--- src/rtl/leaf_packetizer.sv ---
// Leaf packetizer: wraps user words into BFT packets with a sequence address,
// enforces credit-based flow control and can re-drive the last packet on request.
module leaf_packetizer #(
  parameter int PACKET_BITS           = 49,
  parameter int PAYLOAD_BITS          = 32,
  parameter int NUM_LEAF_BITS         = 5,
  parameter int NUM_PORT_BITS         = 4,
  parameter int NUM_ADDR_BITS         = 7,
  parameter int FREESPACE_UPDATE_SIZE = 64
) (
  input  logic                     clk_bft,
  input  logic                     reset,
  input  logic [PAYLOAD_BITS-1:0]  din_leaf_user2interface,
  input  logic                     vld_user2interface,
  output logic                     ack_interface2user,
  input  logic [NUM_LEAF_BITS-1:0] dest_leaf,
  input  logic [NUM_PORT_BITS-1:0] dest_port,
  input  logic                     credit_vld,
  input  logic                     resend,
  output logic [PACKET_BITS-1:0]   dout_leaf_interface2bft,
  output logic [NUM_ADDR_BITS:0]   credit_cnt,
  output logic [15:0]              pkt_count
);

  localparam int CW = NUM_ADDR_BITS + 1;
  localparam int unsigned MAX_CREDIT = 1 << NUM_ADDR_BITS;

  typedef enum logic [1:0] {IDLE, SEND, RESEND} state_e;

  state_e                   state_q;
  logic [NUM_ADDR_BITS-1:0] addr_q;
  logic [CW-1:0]            credit_q, credit_d;
  logic [15:0]              pkt_count_q;
  logic                     has_sent_q;
  logic [PACKET_BITS-1:0]   last_pkt_q, pkt_d;
  logic [31:0]              credit_sum;
  logic                     xfer;

  // Ack depends only on flops, reset and resend -- never on the user's valid.
  assign ack_interface2user = reset & (credit_q != '0) & ~resend;
  assign xfer               = vld_user2interface & ack_interface2user;

  // Header fields are packed MSB-first above the payload.
  assign pkt_d = PACKET_BITS'({1'b1, dest_leaf, dest_port, addr_q, din_leaf_user2interface});

  // Credit next-state: add the freespace update, subtract one per transfer,
  // saturate at the full window. A transfer implies credit_q >= 1, so no underflow.
  always_comb begin
    credit_sum = {{(32-CW){1'b0}}, credit_q};
    if (credit_vld) credit_sum = credit_sum + 32'(FREESPACE_UPDATE_SIZE);
    if (xfer)       credit_sum = credit_sum - 32'd1;
    credit_d = (credit_sum > 32'(MAX_CREDIT)) ? CW'(MAX_CREDIT) : credit_sum[CW-1:0];
  end

  // State machine plus all datapath registers; resend freezes addr/count/credit
  // (credit_vld still lands, since it reports receiver space, not our sends).
  always_ff @(posedge clk_bft) begin
    if (!reset) begin
      state_q     <= IDLE;
      addr_q      <= '0;
      credit_q    <= CW'(MAX_CREDIT);
      pkt_count_q <= '0;
      has_sent_q  <= 1'b0;
      last_pkt_q  <= '0;
    end else begin
      credit_q <= credit_d;
      if (resend) begin
        state_q <= RESEND;
      end else if (xfer) begin
        state_q     <= SEND;
        last_pkt_q  <= pkt_d;
        has_sent_q  <= 1'b1;
        addr_q      <= addr_q + 1'b1;
        pkt_count_q <= pkt_count_q + 16'd1;
      end else begin
        state_q <= IDLE;
      end
    end
  end

  // Output is a pure mux of flops: in SEND last_pkt is the packet just
  // captured; in RESEND it is replayed only if something was ever sent.
  assign dout_leaf_interface2bft =
    ((state_q == SEND) || (state_q == RESEND && has_sent_q)) ? last_pkt_q : '0;

  assign credit_cnt = credit_q;
  assign pkt_count  = pkt_count_q;

endmodule
--- config.mk ---
export PLATFORM = sky130hd
export DESIGN_NAME = leaf_packetizer
export DESIGN_NICKNAME = d
export VERILOG_FILES = /design/src/rtl/leaf_packetizer.sv
export SDC_FILE = /design/constraint.sdc
export NUM_CORES = 1
export LEC_CHECK = 0
export ABC_AREA = 1
export ABC_CLOCK_PERIOD_IN_PS = 1800
export CAP_MARGIN = 25
export CORE_ASPECT_RATIO = 0.8
export CORE_MARGIN = 1
export CORE_UTILIZATION = 42
export CTS_CLUSTER_DIAMETER = 150
export CTS_CLUSTER_SIZE = 40
export DETAILED_ROUTE_END_ITERATION = 6
export GPL_TIMING_DRIVEN = 0
export PLACE_DENSITY_LB_ADDON = 0.25
export SLEW_MARGIN = 0
export SYNTH_ARGS = -nofsm -noshare
export SYNTH_HDL_FRONTEND = slang
export SYNTH_SLANG_ARGS = --single-unit
--- constraint.sdc ---
create_clock -name clk_bft -period 1.8 [get_ports clk_bft]
set_clock_uncertainty 0.15 [all_clocks]
set_input_delay 0.27 -clock clk_bft [delete_from_list [all_inputs] [get_ports clk_bft]]
set_output_delay 0.27 -clock clk_bft [all_outputs]
set_load 0.03 [all_outputs]
==> flow_summary.toml <==
[worst_setup_path]
startpoint = "credit_cnt[1]"
crit_fanout = 7
cp-start-kind = "flop"
worstReg2RegStart = "credit_cnt[1]"
reg2reg_slack_ns = -0.43
endpoint_kind = "flop"
path_class = "flop to flop"
cp.required_ns = 1.93
critPathArrivalTime_ns = 2.36

[die]
num_rows = 30
dieWidth_um = 109
start_util_pct = 44.1
dieArea_mm2 = 0.00946
core_area_mm2 = 0.00863
dieHeight_um = 87.2
pin_count = 120

[drt]
vias_per_cell = 5.74
routedWlPerCell_um = 21.8
drc = 0
drtPass1Iterations = 5
drt-total-wl_mm = 18.1
num_vias = 4769
ant_nets = 0
drt_iter0_drc = 327

[timing]
setup_viol = 130
rsz0062_at_grt = "true"
finalCritPeriodShare_pct = 124
fin_ws_ns = -0.427
clock.fmax_ghz = 0.449
relSlewSlack_pct = 27.5
drv_slew = 0
worst_slew_pin_slew_ns = 1.09
layout_min_cycle_time_ns = 2.23
finalSetupTns_ns = -23.65
hold_viol_final = 0

[cts]
cts_hold_buf = 0
path_clk_slew_ns = 0.07
clockRootBuffer = "clkbuf_16"
cts_tree = "built"
clkLatencyLatePin_ns = 0.35
htreeDepth = 3
numCtsBuffers = 9
cts_buffer_depth = 2
cts.sinks = 82

[synthesis]
syn_area_mm2 = 0.00381
synthCells = 528
synth-seq-cells = 82
avgSynthCellArea_um2 = 7.22
yosys_warnings = 0
yosysUniqueCellTypes = 36
seq_area_frac_synth_pct = 43.1
syn-num-nets = 581

[worst_hold_path]
min-delay-start = "reset"
hp-class = "input port to flop"

[layout]
fillers = 380
final_nets = 767
final_util_pct = 86.6
drive_gt1_share_pct = 49.4
syn_to_final_growth_pct = 96.2
n_antenna_cell = 0

[power]
p_total_mw = 5.55
power.density_mw_per_mm2 = 743
ir_worst_vdd_v = 0.000665
p_leak_nw = 3.04

[job]
max-cap-violations = 0

[placement]
dp_hpwl_mm = 7.35
gp_congestion = 0.875
dp_slack_ns = -0.724
port_buffers = 118

[grt]
grt_pass1_vias = 4246
grt-ovfl-total = 0
antenna_found_initial = 0
grt_pass1_wl_mm = 20.9
grt_max_degree = 14
grt_usage_pct = 29.0

[status]
violations = "negative setup slack"
status = "finished with violations"
==> kinds of logic after synthesis <==
family	synth area share [%]
AOI/OAI and AO/OA	17.1
xor gates and xnor gates	1.38
buffers and inverters	12.8
and+or+nand+nor	23.3
adders and majority gates	2.30
DFF	43.1
==> timing repair <==
action | 4_1_cts | 5_1_grt
buffers inserted | 34 | 15
cloned | 14 | 1
gates resized for setup | 566 | 164
pin swaps | 40 | 21
setup endpoints to repair | 144 | 131
==> critical path, stage by stage (launching register included) <==
cell     delay (ns)
dfxtp_4        0.37
inv_6          0.04
ha_4           0.16
nand2_2        0.06
inv_2          0.04
nand3_4        0.07
nand3_4        0.14
buf_12         0.18
buf_8          0.14
nand2_1        0.10
nand4_1        0.12
nor2_1         0.15
nand2_1        0.10
nand2_2        0.09
nand2_4        0.11
nor2_2         0.13
==> power by group <==
part	leakage [nW]	switching, mW	internal (mW)	total, mW
clock	0.147	0.784	1.09	1.88
sequential	0.673	0.0629	1.91	1.98
combinational	2.22	0.965	0.735	1.70
==> synth_stat cells <==
library cell,count,area share [%]
a211oi_1,2,0.39
a21oi_1,61,8.0
a21oi_2,1,0.23
a31oi_1,1,0.16
buf_1,1,0.098
buf_2,5,0.66
buf_4,3,0.59
buf_6,2,0.59
buf_8,1,0.39
clkbuf_1,14,1.4
dfxtp_1,82,43
ha_1,7,2.3
inv_1,88,8.7
inv_2,1,0.098
inv_4,2,0.33
nand2_1,61,6.0
nand2_2,5,0.82
nand2_4,1,0.30
nand3_1,10,1.3
nand3_4,2,0.92
nand3b_1,1,0.20
nand4_1,8,1.3
nor2_1,80,7.9
nor2_2,10,1.6
nor2_4,2,0.59
nor2_8,1,0.53
nor3_1,6,0.79
nor3_4,2,0.85
nor3b_1,1,0.20
o211ai_1,1,0.20
o21a_1,2,0.39
o21ai_0,42,5.5
o21ai_1,15,2.0
o21ai_2,1,0.23
xnor2_1,2,0.46
xor2_1,4,0.92
==> path summary, 6_finish.rpt <==
check                                 endpoint  depth (start not counted)
worst min-delay path            last_pkt_q[32]                          3
worst min register to register   pkt_count[15]                          1
worst max-delay path             credit_cnt[2]                         15
worst max register to register   credit_cnt[2]                         15
==> area by class of cell <==
type / count / area, µm² / area share (%)
inverter: 91 / 362 / 4.84
timing repair buffer: 176 / 1960 / 26.2
multi-input combinational: 329 / 2730 / 36.5
clock inverter: 3 / 18.8 / 0.251
sequential: 82 / 1670 / 22.3
tap: 112 / 140 / 1.87
clock buffer: 13 / 282 / 3.77
buffer: 25 / 325 / 4.35
==> cells in the final DEF (no fill, tap or decap), drive strengths merged <==
| master | synthesis | routed |
|---|---|---|
| clkdlybuf4s50 | 0 | 43 |
| nor3b | 1 | 1 |
| nand3 | 12 | 12 |
| xnor2 | 2 | 2 |
| o21ai | 58 | 58 |
| buf | 12 | 123 |
| a211oi | 2 | 2 |
| dlygate4sd2 | 0 | 24 |
| clkbuf | 14 | 23 |
| ha | 7 | 7 |
| clkinvlp | 0 | 1 |
| inv | 91 | 92 |
| nand4 | 8 | 8 |
| nand3b | 1 | 1 |
| clkinv | 0 | 1 |
| dlymetal6s2s | 0 | 1 |
| a31oi | 1 | 1 |
| nor2 | 93 | 93 |
| nand2 | 67 | 67 |
| nor3 | 8 | 8 |
| o21a | 2 | 2 |
| o211ai | 1 | 1 |
| xor2 | 4 | 4 |
| dfxtp | 82 | 82 |
| a21oi | 62 | 62 |
==> stage by stage <==
step | hold slack [ns] | cells | cell area [µm²]
finish | 0.155 | 831 | 7480
global route | 0.177 | 831 | 7480
CTS | 0.160 | 821 | 6800
detailed placement | 0.295 | 758 | 5250
global placement | 0.289 | 758 | 5250
floorplan | 0.218 | 528 | 3930
==> metal layers <==
layer	GRT usage (%)	vias to the layer above	part of all wire [%]
met5	0	-	0
li1	-	2050	-
met3	7.18	116	7.6
met2	49.4	318	49
met1	35.7	2285	37
met4	9.83	0	6.9
==> registers in the layout (all words and copies together) (netlist names) <==
name and count:
last_pkt_q 48, pkt_count 16, credit_cnt 8, addr_q 7, state_q 2, has_sent_q 1
Note: power is estimated with default switching activity, not from simulation.
